==> src/rtl/ps2_scan_decoder.sv <==
// PS/2 set-2 scan-code decoder: pops bytes from the receiver FIFO and emits key events.
// Optional ASCII lookup enabled by defining PS2_ASCII_LUT_EN.
module ps2_scan_decoder #(
    parameter int unsigned CNT_W = 8
) (
    input  logic             clk,
    input  logic             rst,
    input  logic [7:0]       ps2_data,
    input  logic             ps2_ready,
    input  logic             ps2_overflow,
    output logic             ps2_nextdata_n,
    output logic [7:0]       key_code,
    output logic             key_ext,
    output logic             key_make,
    output logic             key_valid,
    output logic             key_held,
    output logic [CNT_W-1:0] press_cnt,
    output logic [7:0]       ascii,
    output logic             err
);

    typedef enum logic [1:0] {
        StIdle,
        StAck,
        StDecode
    } state_t;

    state_t     state;
    logic [7:0] byte_r;
    logic       ext;
    logic       brk;
    logic [8:0] held_id;
    logic       ovf_q;

    logic       is_ext_pfx;
    logic       is_brk_pfx;
    logic       is_err_code;
    logic       is_ignored;
    logic       is_key;
    logic [8:0] ev_id;
    logic       id_match;
    logic       ovf_rise;

    always_comb begin
        is_ext_pfx  = (byte_r == 8'hE0);
        is_brk_pfx  = (byte_r == 8'hF0);
        is_err_code = (byte_r == 8'h00) || (byte_r == 8'hFF);
        is_ignored  = (byte_r == 8'hAA) || (byte_r == 8'hFA) || (byte_r == 8'hFE);
        is_key      = !(is_ext_pfx || is_brk_pfx || is_err_code || is_ignored);
        ev_id       = {ext, byte_r};
        id_match    = (held_id == ev_id);
        ovf_rise    = ps2_overflow & ~ovf_q;
    end

    // The byte is classified on the edge leaving ACK so results are visible during DECODE.
    always_ff @(posedge clk or posedge rst) begin
        if (rst) begin
            state          <= StIdle;
            byte_r         <= 8'h00;
            ext            <= 1'b0;
            brk            <= 1'b0;
            held_id        <= 9'h000;
            ovf_q          <= 1'b0;
            ps2_nextdata_n <= 1'b1;
            key_code       <= 8'h00;
            key_ext        <= 1'b0;
            key_make       <= 1'b0;
            key_valid      <= 1'b0;
            key_held       <= 1'b0;
            press_cnt      <= '0;
            err            <= 1'b0;
        end else begin
            key_valid <= 1'b0;
            err       <= 1'b0;
            ovf_q     <= ps2_overflow;

            case (state)
                StIdle: begin
                    if (ps2_ready) begin
                        byte_r         <= ps2_data;
                        ps2_nextdata_n <= 1'b0;
                        state          <= StAck;
                    end
                end

                StAck: begin
                    ps2_nextdata_n <= 1'b1;
                    state          <= StDecode;
                    if (is_ext_pfx) begin
                        ext <= 1'b1;
                    end else if (is_brk_pfx) begin
                        brk <= 1'b1;
                    end else if (is_err_code) begin
                        err <= 1'b1;
                        ext <= 1'b0;
                        brk <= 1'b0;
                    end else if (is_key) begin
                        key_valid <= 1'b1;
                        key_code  <= byte_r;
                        key_ext   <= ext;
                        key_make  <= ~brk;
                        ext       <= 1'b0;
                        brk       <= 1'b0;
                        if (!brk) begin
                            // A typematic repeat of the held key is not a new press.
                            if (!key_held || !id_match) begin
                                key_held  <= 1'b1;
                                held_id   <= ev_id;
                                press_cnt <= press_cnt + CNT_W'(1);
                            end
                        end else if (id_match) begin
                            key_held <= 1'b0;
                        end
                    end
                end

                StDecode: begin
                    state <= StIdle;
                end

                default: begin
                    state          <= StIdle;
                    ps2_nextdata_n <= 1'b1;
                end
            endcase

            // Overflow takes priority over any prefix set by the byte decoded on this edge.
            if (ovf_rise) begin
                err <= 1'b1;
                ext <= 1'b0;
                brk <= 1'b0;
            end
        end
    end

`ifdef PS2_ASCII_LUT_EN
    function automatic logic [7:0] set2_to_ascii(input logic [7:0] code);
        logic [7:0] a;
        case (code)
            8'h1C: a = 8'h61;
            8'h32: a = 8'h62;
            8'h21: a = 8'h63;
            8'h23: a = 8'h64;
            8'h24: a = 8'h65;
            8'h2B: a = 8'h66;
            8'h34: a = 8'h67;
            8'h33: a = 8'h68;
            8'h43: a = 8'h69;
            8'h3B: a = 8'h6A;
            8'h42: a = 8'h6B;
            8'h4B: a = 8'h6C;
            8'h3A: a = 8'h6D;
            8'h31: a = 8'h6E;
            8'h44: a = 8'h6F;
            8'h4D: a = 8'h70;
            8'h15: a = 8'h71;
            8'h2D: a = 8'h72;
            8'h1B: a = 8'h73;
            8'h2C: a = 8'h74;
            8'h3C: a = 8'h75;
            8'h2A: a = 8'h76;
            8'h1D: a = 8'h77;
            8'h22: a = 8'h78;
            8'h35: a = 8'h79;
            8'h1A: a = 8'h7A;
            8'h45: a = 8'h30;
            8'h16: a = 8'h31;
            8'h1E: a = 8'h32;
            8'h26: a = 8'h33;
            8'h25: a = 8'h34;
            8'h2E: a = 8'h35;
            8'h36: a = 8'h36;
            8'h3D: a = 8'h37;
            8'h3E: a = 8'h38;
            8'h46: a = 8'h39;
            8'h29: a = 8'h20;
            8'h5A: a = 8'h0D;
            default: a = 8'h00;
        endcase
        return a;
    endfunction

    logic [7:0] ascii_next;

    always_comb begin
        ascii_next = ext ? 8'h00 : set2_to_ascii(byte_r);
    end

    always_ff @(posedge clk or posedge rst) begin
        if (rst) begin
            ascii <= 8'h00;
        end else if (state == StAck && is_key) begin
            ascii <= ascii_next;
        end
    end
`else
    assign ascii = 8'h00;
`endif

endmodule
==> config.mk <==
export PLATFORM = sky130hd
export DESIGN_NAME = ps2_scan_decoder
export DESIGN_NICKNAME = d
export VERILOG_FILES = /design/src/rtl/ps2_scan_decoder.sv
export SDC_FILE = /design/constraint.sdc
export NUM_CORES = 1
export LEC_CHECK = 0
export ABC_AREA = 1
export BUFFER_PORTS_ARGS = -buffer_cell sky130_fd_sc_hd__buf_2
export CORE_MARGIN = 5
export CORE_UTILIZATION = 50
export CTS_CLUSTER_SIZE = 12
export DETAILED_ROUTE_END_ITERATION = 16
export PLACE_DENSITY = 0.84
export SYNTH_ARGS = -nofsm -noshare
export SYNTH_HDL_FRONTEND = slang
export SYNTH_SLANG_ARGS = --single-unit
==> constraint.sdc <==
create_clock -name clk -period 1.7 [get_ports clk]
set_input_delay 0.51 -clock clk [delete_from_list [all_inputs] [get_ports clk]]
set_output_delay 0.51 -clock clk [all_outputs]
set_load 0.05 [all_outputs]
==> flow_summary.toml, run 1 <==
[grt]
antenna_found_initial = 0
track_usage = 0.168
grt_max_degree = 26
first_global_vias = 1822
grt_pass1_wl_mm = 8.16
overflow = 0

[clock_tree]
cts_buffer_depth = 2
cts_hold_buf = 0
cts_sinks = 44
path_clk_slew_ns = 0.08
cts_buffers = 5
root_buffer = "clkbuf_8"
htree_levels = 2
worstSkewPairLatency_ns = 0.30
cts_tree = "built"

[job]
cap_viol_max_count = 0

[sta]
rsz0062_at_grt = "true"
fin_hold_ws_ns = 0.0556
finalHoldViolCount = 0
fmax_mhz = 608
setup_tns_ns = 0
finalMaxSlewViolations = 0
skew_ns = 0.0104
post-route-period-util = 0.967
setup-violations-final = 0
worst_slack_ns = 0.0554
min_period_ns = 1.64

[placement]
gp_congestion = 0.855
post-dp-hpwl_mm = 3.31
dp_slack_ns = 0.0885
port_buffers = 33
dpl_cell_area_um2 = 2400

[worst_setup_path]
crit_family = "simple AND/OR/NAND/NOR gates"
worst_setup_path_start_kind = "flip-flop"
cp-end-kind = "flip-flop"
worstPathCellList = "nand2_2 > inv_2 > nand2_4 > nor2_4 > nor2_4 > nand3_4 > nor2_8 > buf_6 > nand3_1 > nand2_1"
critPathBufInv = 2
criticalPathCategory = "flip-flop to flip-flop"
cp_data_arrival_time_ns = 1.89
path_max_fanout = 6
critPathMaxStageDelay_ns = 0.48
slowest_stage = "dfrtp_2"
crit_top_cell = "nor2_4"
cp.required_ns = 1.94

[floorplanning]
die-area_um2 = 5800
initial_core_util = 0.510
coreArea_um2 = 4290
die_y_um = 76.2
die_x_um = 76.2
rows = 24
ios = 42

[cells_and_area]
multiInputGateArea_um2 = 997
syn2layout_area_growth_pct = 20.9
postLayoutCellArea_um2 = 2650
nets = 327
fillCellCount = 356
layout_commonest_cell = "nand2_1"
final_cell_mix = "nand2_1 (88), dfrtp_1 (35), buf_2 (33)"
drive_above_1_share = 0.295
num_antenna_cells = 0
seqCellArea_um2 = 1110

[detailed_routing]
drtIter0Drc = 101
drt-pass1-iter-count = 4
ant_nets = 0
wl_per_cell_um = 12.8
wl_mm = 4.69
drc = 0
viasPerCell = 4.95
vias = 1817

[hold_path]
hold_path_class = "input port to async pin"

[synth]
yosysUniqueCellTypes = 27
avgSynthCellArea_um2 = 8.26
synth_seq_cells = 44
synth_area_um2 = 2190
syn_inst = 265
yosysSeqAreaShare = 0.503
yosys_warnings = 0

[pwr]
power.leakage_nw = 1.39
power.density_nw_per_um2 = 1540
ir_worst_vdd_v = 0.00104

[status]
status = "completed"
## registers in the layout, summed over array words and instances (netlist names)
signal,flops
key_ext,1
ext,1
key_valid,1
held_id,9
err,1
key_code,8
brk,1
ps2_nextdata_n,1
press_cnt,8
key_make,1
state,2
key_held,1
byte_r,8
ovf_q,1
## synthesized netlist by cell type, drive strengths merged
library cell  count  area share
inv              19       0.033
nor2             26       0.059
nand3b            1      0.0034
conb              1      0.0017
ha                1      0.0057
nand3            30       0.077
xnor2            10       0.040
nand4             1      0.0029
dfstp             1       0.012
xor2              4       0.016
clkbuf            1      0.0017
buf              15       0.047
nand2            96        0.17
or2               1      0.0029
dfrtp            43        0.49
nor3              2      0.0046
o21ai            13       0.030
## metal layers
metal  up-vias  track usage  share of wire
met5         -            0              0
met1       827        0.204           0.42
met3        12       0.0414          0.069
met2        67        0.285           0.48
li1        911            -              -
met4         0       0.0664          0.026
## timing repair
action	4_1_cts	5_1_grt
setup endpoints to repair	0	29
hold endpoints to repair	0	0
buffers inserted	0	9
gates resized for setup	0	30
## kinds of logic (layout without fill, tap and decap cells)
kind of cell / after synthesis / count (layout) / share of synthesized area
AO/OA/AOI/OAI: 13 / 13 / 0.0297
other: 1 / 8 / 0.00171
flip-flops: 44 / 44 / 0.503
AND/OR/NAND/NOR: 157 / 158 / 0.322
buffers and inverters: 35 / 77 / 0.0817
XOR/XNOR: 14 / 14 / 0.0560
adder cells (fa/ha/maj): 1 / 1 / 0.00571
## worst register-to-register path: cells and delay by family (launching register included)
kind | cells | cell delay [ns]
buffers and inverters | 2 | 0.20
DFF | 1 | 0.48
and+or+nand+nor | 8 | 0.92
## report_power, final
part / leakage [nW] / switching [mW] / total, mW / internal, mW
Combinational: 0.800 / 1.21 / 1.75 / 0.541
Clock: 0.0445 / 0.347 / 0.677 / 0.330
Sequential: 0.549 / 0.293 / 1.65 / 1.36
## final cells by class
cell class                      count  area share
Sequential cell                    44       0.420
Tap cell                           52      0.0246
Multi-Input combinational cell    194       0.377
Timing Repair Buffer               50       0.116
Inverter                           19      0.0269
Clock inverter                      1     0.00284
Clock buffer                        7      0.0326
## path summary, 6_finish.rpt
path                              start          to  slack [ns]  cells after the start
setup / recovery              byte_r[5]  held_id[3]        0.06                     10
hold / removal                      rst   key_valid        0.06                      2
setup reg to reg              byte_r[5]  held_id[3]        0.06                     10
hold reg to reg                key_make    key_make        0.49                      2
max in group asynchronous           rst   byte_r[0]        1.13                      3
min in group clk           ps2_overflow       ovf_q        0.33                      1
## metrics by stage
stage          power (mW)  instances  utilization
2_1_floorplan        2.89        272            -
3_3_place_gp         3.20        349        0.559
3_5_place_dp         3.25        349        0.559
4_1_cts              3.94        357        0.580
5_1_grt              4.37        367        0.617
6_report             4.08        367        0.617
(Power assumes the default switching activity.)
==> run 2: changes to the inputs <==
--- a/config.mk
+++ b/config.mk
@@ -7,7 +7,7 @@
 export LEC_CHECK = 0
 export ABC_AREA = 1
 export BUFFER_PORTS_ARGS = -buffer_cell sky130_fd_sc_hd__buf_2
-export CORE_MARGIN = 5
+export CORE_ASPECT_RATIO = 1.75
 export CORE_UTILIZATION = 50
 export CTS_CLUSTER_SIZE = 12
 export DETAILED_ROUTE_END_ITERATION = 16
==> run 2 against run 1 <==
Compared with the run above:
- clock skew fell by 0.0042 ns
- clock-buffer cell count did not move
- combinational power fell by 6%
- critical endpoint is now ps2_nextdata_n
- largest cell class unchanged
==> flow_summary.toml, run 2 (synthesized netlist as in run 1, its figures left out) <==
[cells_and_area]
top_register = "held_id"
postLayoutCellArea_um2 = 2570
num_antenna_cells = 0
drive_above_1_share = 0.246
final_util = 0.618
nets = 321
fillCellCount = 367
largest_reg_flops = 9
layout_commonest_cell = "nand2_1"
final_cell_mix = "nand2_1 (92), dfrtp_1 (37), buf_2 (33)"
syn2layout_area_growth_pct = 17.2

[placement]
post-dp-hpwl_mm = 3.47
dpl_cell_area_um2 = 2400
gp_congestion = 0.958
dp_slack_ns = 0.0481
port_buffers = 33

[worst_setup_path]
critPathBufInv = 1
worstPathCellList = "buf_2"
criticalPathCategory = "flip-flop to output pin"
cp-end-kind = "output pin"
slowest_stage = "dfstp_2"
worst_setup_path_start_kind = "flip-flop"
crit_family = "flip-flops"
cp_data_arrival_time_ns = 1.09
critPathMaxStageDelay_ns = 0.54
path_max_fanout = 2
cp.required_ns = 1.19

[grt]
overflow = 0
track_usage = 0.235
grt_pass1_wl_mm = 7.82
grt_max_degree = 26
first_global_vias = 1775
antenna_found_initial = 0

[floorplanning]
rows = 31
die_y_um = 89.5
die_x_um = 52.0
initial_core_util = 0.528
ios = 42
die-area_um2 = 4660
coreArea_um2 = 4150

[pwr]
ir_worst_vdd_v = 0.000940
power.density_nw_per_um2 = 1620
power.leakage_nw = 1.37

[clock_tree]
root_buffer = "clkbuf_8"
htree_levels = 2
cts_buffer_depth = 2
path_clk_slew_ns = 0.08
cts_tree = "built"
cts_sinks = 44
cts_hold_buf = 0
worstSkewPairLatency_ns = 0.29
cts_buffers = 5

[detailed_routing]
drtIter0Drc = 55
vias = 1836
wl_per_cell_um = 13.4
drt-pass1-iter-count = 4
ant_nets = 0
drc = 0
wl_mm = 4.79
viasPerCell = 5.13

[sta]
fmax_mhz = 626
skew_ns = 0.00614
worst_slack_ns = 0.103
finalHoldViolCount = 0
finalMaxSlewViolations = 0
setup_tns_ns = 0
fin_hold_ws_ns = 0.244
post-route-period-util = 0.939
min_period_ns = 1.60
setup-violations-final = 0

[status]
status = "completed"

[hold_path]
hold_path_class = "input port to async pin"

[job]
cap_viol_max_count = 0
[run 2: cell types whose count changed in the layout (fill, tap and decap cells not counted), sizes merged]
cell,delta
bufinv,+1
nand2,-1
buf,-5
clkinvlp,-1
[run 2: path summary, 6_finish.rpt]
check	cells after the start	slack [ns]	end	startpoint
max	1	0.10	ps2_nextdata_n	ps2_nextdata_n
min	3	0.24	byte_r[0]	rst
max reg2reg	10	0.11	press_cnt[5]	byte_r[5]
min reg2reg	2	0.48	key_code[7]	key_code[7]
max in group asynchronous	3	1.18	press_cnt[7]	rst
min in group clk	1	0.33	ovf_q	ps2_overflow
[run 2: layout make-up]
| type | count | area (um^2) | share of cell area |
|---|---|---|---|
| Clock buffer | 7 | 96.3 | 0.0375 |
| Clock inverter | 1 | 30.0 | 0.0117 |
| Inverter | 19 | 71.3 | 0.0278 |
| Multi-Input combinational cell | 193 | 942 | 0.367 |
| Sequential cell | 44 | 1110 | 0.432 |
| Tap cell | 49 | 61.3 | 0.0239 |
| Timing Repair Buffer | 45 | 255 | 0.0995 |
[run 2: tightest hold or removal path: stages]
cell   delay (ns)
buf_2        0.10
inv_1        0.06
buf_4        0.26
[run 2: repair_timing]
item / 4_1_cts / 5_1_grt
gates resized for setup: 1 / 9
pin swaps: 0 / 0
buffers inserted: 0 / 3
endpoints found under the setup margin: 9 / 19
endpoints found under the hold margin: 0 / 0
[run 2: routing by layer]
| metal | share of wire | GRT usage | up-vias |
|---|---|---|---|
| met2 | 0.54 | 0.409 | 65 |
| li1 | - | - | 891 |
| met1 | 0.37 | 0.244 | 860 |
| met3 | 0.039 | 0.0425 | 20 |
| met4 | 0.051 | 0.174 | 0 |
| met5 | 0 | 0 | - |
[run 2: report_power, final]
group	internal (mW)	leakage (nW)	switching, mW
registers	1.36	0.552	0.285
logic	0.488	0.755	1.16
clock network	0.518	0.0645	0.349
[run 2: stage by stage]
stage	power [mW]	cells
CTS	4.13	355
detailed placement	3.26	347
floorplan	2.89	272
global placement	3.23	347
global route	4.40	358
finish	4.16	358
